<file path="config.mk">
export PLATFORM = sky130hd
export DESIGN_NAME = fetch_stage
export DESIGN_NICKNAME = d
export VERILOG_FILES = /design/src/rtl/fetch_stage.sv
export SDC_FILE = /design/constraint.sdc
export NUM_CORES = 1
export LEC_CHECK = 0
export CAP_MARGIN = 10
export CORE_ASPECT_RATIO = 1.2
export CORE_MARGIN = 3
export CORE_UTILIZATION = 50
export DETAILED_ROUTE_END_ITERATION = 7
export HOLD_SLACK_MARGIN = 0.03
export PLACE_DENSITY = 0.89
export SLEW_MARGIN = 10
export SYNTH_ARGS = -nofsm -noshare
export SYNTH_HDL_FRONTEND = slang
export SYNTH_SLANG_ARGS = --single-unit
</file>
<file path="constraint.sdc">
create_clock -name clk -period 6.7 [get_ports clk]
set_input_delay 1.005 -clock clk [delete_from_list [all_inputs] [get_ports clk]]
set_output_delay 1.005 -clock clk [all_outputs]
set_load 0.02 [all_outputs]
</file>
<file path="src/rtl/fetch_stage.sv">
// Fetch stage and Fetch/Decode pipeline register for the pipelined ARM core.
// Owns PCF, runs the req/ready instruction-memory handshake and feeds Decode.
module fetch_stage #(
    parameter logic [31:0] RESET_PC  = 32'h0000_0000,
    parameter logic [31:0] NOP_INSTR = 32'hE1A0_0000
) (
    input  logic        clk,
    input  logic        reset,
    input  logic        StallF,
    input  logic        StallD,
    input  logic        FlushD,
    input  logic        BranchTakenE,
    input  logic [31:0] BranchTargetE,
    input  logic        PCSrcWB,
    input  logic [31:0] ResultWB,
    output logic        imem_req,
    output logic [31:0] imem_addr,
    input  logic        imem_ready,
    input  logic [31:0] imem_rdata,
    output logic [31:0] PCF,
    output logic [31:0] InstrD,
    output logic [31:0] PCPlus8D,
    output logic        ValidD,
    output logic        FetchBusyF
);

    typedef enum logic [1:0] {IDLE, FETCH, HOLD, DROP} FetchStateT;

    FetchStateT  stateQ;
    logic        reqQ;
    logic [31:2] reqAddrQ;
    logic [31:0] holdInstrQ;
    logic [31:0] pcQ;
    logic [31:0] pcD;
    logic [31:0] instrDQ;
    logic [31:0] pcPlus8DQ;
    logic        validDQ;

    logic        redir;
    logic [31:0] target;
    logic        avail;
    logic        deliver;
    logic [31:0] instrF;
    logic [31:0] pcPlus4;

    always_comb begin
        redir   = PCSrcWB | BranchTakenE;
        target  = PCSrcWB ? ResultWB : BranchTargetE;
        avail   = ((stateQ == FETCH) & imem_ready) | (stateQ == HOLD);
        instrF  = (stateQ == HOLD) ? holdInstrQ : imem_rdata;
        deliver = avail & ~StallF & ~redir;
        pcPlus4 = pcQ + 32'd4;
        pcD     = pcQ;
        if (redir) begin
            pcD = target;
        end else if (deliver) begin
            pcD = pcPlus4;
        end
    end

    always_ff @(posedge clk or posedge reset) begin
        if (reset) begin
            pcQ <= RESET_PC;
        end else begin
            pcQ <= pcD;
        end
    end

    // A response already in flight when a redirect lands must still be taken
    // and thrown away (DROP) before the new target can be requested.
    always_ff @(posedge clk or posedge reset) begin
        if (reset) begin
            stateQ     <= IDLE;
            reqQ       <= 1'b0;
            reqAddrQ   <= RESET_PC[31:2];
            holdInstrQ <= '0;
        end else begin
            case (stateQ)
                IDLE: begin
                    stateQ <= FETCH;
                    reqQ   <= 1'b1;
                    if (redir) begin
                        reqAddrQ <= target[31:2];
                    end
                end
                FETCH: begin
                    if (redir) begin
                        if (imem_ready) begin
                            reqAddrQ <= target[31:2];
                        end else begin
                            stateQ <= DROP;
                        end
                    end else if (imem_ready) begin
                        if (!StallF) begin
                            reqAddrQ <= pcPlus4[31:2];
                        end else begin
                            holdInstrQ <= imem_rdata;
                            stateQ     <= HOLD;
                            reqQ       <= 1'b0;
                        end
                    end
                end
                HOLD: begin
                    if (redir) begin
                        reqAddrQ <= target[31:2];
                        stateQ   <= FETCH;
                        reqQ     <= 1'b1;
                    end else if (!StallF) begin
                        reqAddrQ <= pcPlus4[31:2];
                        stateQ   <= FETCH;
                        reqQ     <= 1'b1;
                    end
                end
                DROP: begin
                    if (imem_ready) begin
                        reqAddrQ <= redir ? target[31:2] : pcQ[31:2];
                        stateQ   <= FETCH;
                    end
                end
                default: begin
                    stateQ <= IDLE;
                    reqQ   <= 1'b0;
                end
            endcase
        end
    end

    always_ff @(posedge clk or posedge reset) begin
        if (reset) begin
            instrDQ   <= NOP_INSTR;
            pcPlus8DQ <= '0;
            validDQ   <= 1'b0;
        end else if (FlushD) begin
            instrDQ <= NOP_INSTR;
            validDQ <= 1'b0;
        end else if (StallD) begin
            instrDQ   <= instrDQ;
            pcPlus8DQ <= pcPlus8DQ;
            validDQ   <= validDQ;
        end else if (deliver) begin
            instrDQ   <= instrF;
            pcPlus8DQ <= pcQ + 32'd8;
            validDQ   <= 1'b1;
        end else begin
            instrDQ <= NOP_INSTR;
            validDQ <= 1'b0;
        end
    end

    assign imem_req   = reqQ;
    assign imem_addr  = {reqAddrQ, 2'b00};
    assign PCF        = pcQ;
    assign InstrD     = instrDQ;
    assign PCPlus8D   = pcPlus8DQ;
    assign ValidD     = validDQ;
    assign FetchBusyF = ~avail;

    // The hazard unit never stalls Decode without also stalling Fetch.
    stallOrderCheck: assert property (@(posedge clk) disable iff (reset) !(StallD && !StallF));

endmodule
</file>
; ---- Word level (Yosys, flattened, before mapping)
; Cells that the tools add are included.
[totals]
ff_bits = 162
in_bits = 104
out_inout_bits = 131
word_cells = 74
[classes]
n_addsub = 2
n_eq_ne = 13
n_mux = 33
bitwise = 10
n_reduce_logical = 8
[ops]
columns = op, count
row1 = 30-bit 2-to-1 mux, 8
row2 = 32-bit 2-to-1 mux, 7
row3 = 30-bit one-hot mux with 4 select lines, 1
row4 = "32-bit by 3-bit adder with 32-bit output, second input constant", 1
row5 = "32-bit by 4-bit adder with 32-bit output, second input constant", 1
row6 = 2-bit 2-to-1 mux, 7
row7 = "3-bit != test, second input constant", 4
row8 = "2-bit != test, second input constant", 5
row9 = 5-bit AND reduction, 2
row10 = 1-bit 2-to-1 mux, 8
row11 = 2-bit one-hot mux with 4 select lines, 1
row12 = 3-bit AND reduction, 2
row13 = 1-bit inverter, 5
row14 = "2-bit == test, second input constant", 2
row15 = 4-bit AND reduction, 1
row16 = 1-bit AND, 3
row17 = 1-bit one-hot mux with 3 select lines, 1
row18 = 3-bit nonzero test, 1
row19 = "2-bit by 1-bit == test with 1-bit output, second input constant", 1
row20 = 2-bit zero test, 1
row21 = "2-bit by 1-bit != test with 1-bit output, second input constant", 1
row22 = 1-bit bitwise OR, 2
row23 = 2-bit nonzero test, 1

; ---- Longest topological paths before layout
; Gate-level depths: netlist of the first run.
[depth]
word_depth = 8
ltp_mapped = 11
mapped_depth_nobuf = 7

; ---- Worst setup path after synthesis of the first run
; No wires, ideal clock.
[synth_timing]
kind = input port to flip-flop
start = input port PCSrcWB
end = register pcPlus8DQ[30] (netlist: PCPlus8D[30])
setup_ns = 0.069
t_arrival_ns = 2.599
t_required_ns = 6.631
setup_slack_ns = 4.032
path_stages = 7
n_path_buf = 3
path_cell_list = buf_2 -> or2_1 -> buf_2 -> or4_1 -> clkbuf_1 -> or4_1 -> nand3_1
[synth_between]
elab_chain_len = 4
[synth_lines]
columns = item, line_no
row1 = start: declaration, 14  ; input logic PCSrcWB,
row2 = 1-bit bitwise OR, 47  ; redir = PCSrcWB | BranchTakenE;
row3 = 1-bit inverter (no source line), n/a
row4 = 1-bit AND, 51  ; deliver = avail & ~StallF & ~redir;
row5 = 3-bit AND reduction (no source line), n/a
row6 = end signal: assignment, 138  ; pcPlus8DQ <= pcPlus8DQ;
row7 = end signal: assignment, 142  ; pcPlus8DQ <= pcQ + 32'd8;
row8 = end: declaration, 36  ; logic [31:0] pcPlus8DQ;
; Every way passes these cells.
; A chain may end at the register's enable or synchronous reset.

; ---- Worst setup path in the final report of the first run
[layout_timing]
start = register stateQ[0]
end = register pcPlus8DQ[30] (netlist: PCPlus8D[30])
[layout_between]
elab_chain_len = 6
[layout_lines]
columns = item, line_no
row1 = start: declaration, 29  ; FetchStateT stateQ;
row2 = start signal: assignment, 73  ; stateQ <= IDLE;
row3 = start signal: assignment, 80  ; stateQ <= FETCH;
row4 = start signal: assignment, 91  ; stateQ <= DROP;
row5 = 2-bit by 1-bit == test with 1-bit output, 49  ; avail = ((stateQ == FETCH) & imem_ready) | (stateQ == HOLD);
row6 = 1-bit AND, 49
row7 = 1-bit bitwise OR *, 49
row8 = 1-bit AND * (2 in series), 51
row9 = 3-bit AND reduction (no source line) *, n/a
; Mark *: on every way between the ends. The rest lies on a longest branch, timed or not.

==> reports/qor.txt, run 1 <==
Largest area contributor in the netlist: dfrtp_1
Setup WS pre-CTS: 2450 ps
Wire per inst: 20.4 um
Sink Count: 162
Footprint of the multi-input gates: 0.00467 mm^2
Synthesized netlist cell count: 1,010
CP delay by family, top: simple AND/OR/NAND/NOR gates
Final worst path period need: 4150 ps
Ports: 235
Clock-pin slew on the worst setup and hold paths: 70 ps
Crit path largest cell delay: 980 ps
Hold Crit Class: reg -> reg
Initial antenna violation count: 0
Core ar.: 0.0177 mm^2
Share of cells above drive strength 1: 10.1%
Fin Clk Skew: 11.1 ps
Netlist Area Pre-Place: 0.00914 mm^2
Largest net degree at the start of global routing: 93
Die height: 154 um
Number of global-route vias before repair: 8,465
IO Port Bufs: 232
Total track usage: 28.7%
Max-Slew Margin vs Limit: 19.6%
CP arrival: 4510 ps
Drt initial violations: 1,055
#FFs+latches synth: 162
Initial Utilization: 51.6%
Post-synth top flop: dfrtp_1
Final nets: 1,295
Count leader, synth: dfrtp_1
# fillers: 1,316
Placed wire-length estimate: 20.0 mm
Vias after detailed routing: 8,747
Synth top cells by count: dfrtp_1, nand2_1, o21ai_0
VDD IR max: 0.212 mV
DRT Pass-1 Iters: 6
Total CTS buffers: 17
First-pass GRT wire length: 45.2 mm
CP max FO: 50
ANT cells: 0
Die Width: 129 um
Synth top area share: 42.7%
Asr flop ratio synth: 100%
Setup_tns: 0 ps
Final ANT Viol Nets: 0
Status: complete, no violations
Worst path bufs/invs: 2
Worst path cell trace: inv_1, ha_2, a21oi_2, or2_1, or4_2, buf_4, or4_1, nand3_1
Slew Viols, Final: 0
Worst-Margin Slew: 1200 ps
Fin crit share: 61.9%
Layout area overhead: 33.1%
Ys Warns: 0
Avg Vias per Cell: 6.18
TritonCTS clock tree: done
Hold_buf cts: 0
Synth top area cells: dfrtp_1, mux2_2, nand2_1
Max_cap viols: 0
CTS max path bufs: 2
Post-route DRC: 0
Post-CTS setup buffers: 0
Final WS setup: 2550 ps
Final setup fails: 0
RSZ-0062 raised after global routing: no
Type of element capturing the critical path: flop
Unique cell type count in the Yosys netlist: 60
Final core utilization: 68.7%
CP required: 7060 ps
Skew-Pair Late Insertion Delay: 430 ps
Final GP Congestion: 0.934
Mapped Avg Cell Area: 9.04 um^2
Hold Fails Final Rpt: 0
EDFF count, synth: 0
Crit Path Category: reg -> reg
Reg area: 0.00406 mm^2
Standard-cell rows: 53
Hold WS: 481 ps
P per Cell Area: 376 mW/mm^2
Root buf cell: clkbuf_16
Leakage: 4.78 nW
F_max: 241 MHz
H-Tree Level Count: 4
CP Launch Type: flop
Gr ovfl total: 0
Cts repair resizes: 0
Total die area: 0.0199 mm^2
Final wirelength: 28.9 mm
CP max-delay cell: or4_2
Seq/Total Area, Yosys: 44.5%
## stage by stage
step           cell area (um^2)  std cells  power, mW
5_1_grt                   12200       1416       4.78
3_3_place_gp              11500       1384       3.32
3_5_place_dp              11500       1384       3.38
6_report                  12200       1416       4.57
4_1_cts                   12200       1416       4.56
2_1_floorplan              9140       1011       2.58
## registers in the layout, summed over array words and instances, names as in the netlist
signal,flops
InstrD,32
PCF,32
PCPlus8D,32
ValidD,1
holdInstrQ,32
imem_req,1
reqAddrQ,30
stateQ,2
## cell type report
class / instances / share of cell area, %
Multi-Input combinational cell: 750 / 38.5
Sequential cell: 162 / 33.4
Timing Repair Buffer: 244 / 19.8
Clock buffer: 17 / 3.50
Clock inverter: 15 / 2.28
Tap cell: 220 / 2.26
Inverter: 8 / 0.288
## worst register-to-register path, cell delays in order, from the launching register on
cell,delay (ps)
dfrtp_1,430
inv_1,130
ha_2,910
a21oi_2,140
or2_1,470
or4_2,980
buf_4,420
or4_1,500
nand3_1,90
## layer usage
layer	wire, um	vias up	GRT usage, %
met4	1030	0	11.0
met1	11100	4083	37.6
met2	14000	632	46.5
li1	-	3917	-
met5	0	-	0
met3	2820	115	5.98
## final timing paths
| kind | start | endpoint | slack [ps] | cells past startpoint |
|---|---|---|---|---|
| hold reg to reg | InstrD[8]$_DFFE_PP0P_ | InstrD[8]$_DFFE_PP0P_ | 480 | 2 |
| min in group asynchronous | reset | PCF[24]$_DFFE_PP0P_ | 1120 | 2 |
| hold / removal | InstrD[8]$_DFFE_PP0P_ | InstrD[8]$_DFFE_PP0P_ | 480 | 2 |
| setup reg to reg | stateQ[0]$_DFFE_PP0P_ | PCPlus8D[30]$_DFFE_PP0P_ | 2550 | 8 |
| max in group asynchronous | reset | PCF[8]$_DFFE_PP0P_ | 4090 | 3 |
| setup / recovery | stateQ[0]$_DFFE_PP0P_ | PCPlus8D[30]$_DFFE_PP0P_ | 2550 | 8 |
## cells by family after synthesis
kind of cell	synth area share, %
xor+xnor	5.56
mux	11.2
simple gates	17.8
flops	44.5
fa+ha+maj	1.10
buf+inv	4.75
compound gates	15.1
other cells	0.0411
## where the power goes
part | leakage [nW] | internal (mW) | switching [mW] | total, mW
clock | 0.328 | 0.742 | 0.430 | 1.17
sequential | 2.02 | 1.28 | 0.238 | 1.52
combinational | 2.43 | 0.815 | 1.06 | 1.88
total | 4.78 | 2.84 | 1.73 | 4.57
## placed cells by master (no fill, tap or decap), types with 8 or more instances in the layout
cell type and instances:
or3_1 8, nand3_1 25, clkdlybuf4s50_1 231, o21ai_0 103, and3_1 9, o211ai_1 8
xor2_1 35, a31oi_1 10, clkbuf_16 17, nand2_1 144, mux2i_1 44, dfrtp_1 156
nand4_1 27, nor3_1 26, xnor2_1 23, mux2_2 52, a21oi_1 58, nor2_1 70
nor4_1 14, buf_4 12
No activity file was read; power rests on OpenSTA's default activity.
==> inputs of run 2 (changes only) <==
==> constraint.sdc (replaced) <==
create_clock -name clk -period 4.2 [get_ports clk]
set_input_delay 0.63 -clock clk [delete_from_list [all_inputs] [get_ports clk]]
set_output_delay 0.63 -clock clk [all_outputs]
set_load 0.02 [all_outputs]
==> reports/qor.txt, run 2 (synthesis results as in run 1) <==
F_max: 330 MHz (+37%)
Die Width: 129 um (unchanged)
# fillers: 1,347 (+2.4%)
Share of cells above drive strength 1: 10.8% (+0.71 points)
Met3 layer usage reported by global route: 6.95% (+0.97 points)
IO Port Bufs: 232 (unchanged)
Wire per inst: 20.1 um (-1.6%)
Fin Clk Skew: 8.67 ps (-2.42 ps)
Final worst path period need: 3030 ps (-1120 ps)
Placed cell areas: 0.0116 mm^2 (+1.0%)
Avg Vias per Cell: 6.06 (-1.9%)
Setup WS pre-CTS: 801 ps (-1650 ps)
Met2 global-route usage: 45.7% (-0.82 points)
Total CTS buffers: 17 (unchanged)
Sink Count: 162 (unchanged)
Clock-pin slew on the worst setup and hold paths: 60 ps (about the same)
Total track usage: 28.8% (+0.13 points)
Vias after detailed routing: 8,670 (-0.88%)
Drt initial violations: 1,175 (+11%)
Fin crit share: 72.1% (+10 points)
Gr ovfl total: 0 (unchanged)
VDD IR max: 0.311 mV (+47%)
Grt met1 use: 37.1% (-0.50 points)
Post-CTS setup buffers: 0 (unchanged)
TritonCTS clock tree: done
CP required: 4520 ps (-2540 ps)
Slew Viols, Final: 0 (unchanged)
CP Launch Type: flop
Hold Crit Class: reg -> reg
Initial Utilization: 51.6% (unchanged)
Cts repair resizes: 0 (unchanged)
Post-route DRC: 0 (unchanged)
Skew-Pair Late Insertion Delay: 420 ps (about the same)
Layout area overhead: 32.9%
Core ar.: 0.0177 mm^2 (unchanged)
CP max FO: 64 (+28%)
Design area: 0.0121 mm^2 (-0.17%)
Final setup fails: 0 (unchanged)
Final ANT Viol Nets: 0 (unchanged)
Final GP Congestion: 0.911 (-2.5%)
Root buf cell: clkbuf_16
Max_cap viols: 0 (unchanged)
Final wirelength: 28.7 mm (-0.64%)
RSZ-0062 raised after global routing: no
Status: complete, no violations
GR peak layer: met2
P per Cell Area: 576 mW/mm^2 (+53%)
Commonest non-fill, non-tap cell in the layout: clkdlybuf4s50_1
CTS max path bufs: 2 (unchanged)
CP arrival: 3350 ps (-1160 ps)
Setup_tns: 0 ps (unchanged)
ANT cells: 0 (unchanged)
Ports: 235 (unchanged)
Max-Slew Margin vs Limit: 30.4% (+11 points)
Largest net degree at the start of global routing: 65 (-30%)
DRT Pass-1 Iters: 6 (unchanged)
Final nets: 1,309 (+1.1%)
Hold_buf cts: 0 (unchanged)
Type of element capturing the critical path: flop
H-Tree Level Count: 4 (unchanged)
Crit Path Category: reg -> reg
First-pass GRT wire length: 45.8 mm (+1.3%)
Final WS setup: 1170 ps (-1380 ps)
Initial antenna violation count: 0 (unchanged)
Hold Fails Final Rpt: 0 (unchanged)
Hold WS: 479 ps (-1.61 ps)
Total die area: 0.0199 mm^2 (unchanged)
Worst-Margin Slew: 1040 ps (-156 ps)
Most frequent cells in the layout: clkdlybuf4s50_1, dfrtp_1, nand2_1
Number of global-route vias before repair: 8,668 (+2.4%)
Placed wire-length estimate: 20.7 mm (+3.6%)
Die height: 154 um (unchanged)
Leakage: 4.80 nW (+0.32%)
Standard-cell rows: 53 (unchanged)
-- run 2: final cells by class --
cell class	count	area [um^2]	area share (%)
Tap cell	220	275	2.27
Clock buffer	22	454	3.74
Clock inverter	10	113	0.928
Multi-Input combinational cell	750	4670	38.5
Timing Repair Buffer	258	2520	20.8
Sequential cell	162	4060	33.5
Inverter	8	33.8	0.278
-- run 2: worst max-delay path: stages, from the launching register on --
cell	delay, ps
dfrtp_1	450
inv_1	130
ha_1	290
a21oi_2	110
or2_1	420
or4_2	840
buf_4	390
o21ai_0	280
-- run 2: layer usage --
layer	vias to the layer above	wire length (um)
li1	3941	-
met1	4012	11100
met2	588	13500
met3	129	2740
met4	0	1390
met5	-	0
-- run 2: path summary, 6_finish.rpt --
| kind | slack (ps) | endpoint | start | cells past startpoint |
|---|---|---|---|---|
| max in group asynchronous | 2530 | InstrD[23]$_DFFE_PP1P_ | reset | 3 |
| min in group asynchronous | 800 | holdInstrQ[22]$_DFFE_PP0P_ | reset | 2 |
| setup / recovery | 1170 | InstrD[14]$_DFFE_PP0P_ | stateQ[1]$_DFFE_PP0P_ | 7 |
| hold / removal | 480 | InstrD[26]$_DFFE_PP0P_ | InstrD[26]$_DFFE_PP0P_ | 2 |
| hold reg to reg | 480 | InstrD[26]$_DFFE_PP0P_ | InstrD[26]$_DFFE_PP0P_ | 2 |
| setup reg to reg | 1170 | InstrD[14]$_DFFE_PP0P_ | stateQ[1]$_DFFE_PP0P_ | 7 |
-- run 2: stage by stage --
stage | utilization, % | power (mW) | std cells
global route | 68.5 | 7.35 | 1430
finish | 68.5 | 6.99 | 1430
detailed placement | 65.3 | 5.44 | 1398
floorplan | - | 4.12 | 1011
global placement | 65.3 | 5.33 | 1398
CTS | 68.5 | 6.97 | 1430
-- run 2: power breakdown --
part / internal, mW / total (mW) / switching, mW
logic: 1.33 / 3.03 / 1.70
registers: 2.05 / 2.44 / 0.393
clock network: 0.890 / 1.52 / 0.625
total: 4.27 / 6.99 / 2.72
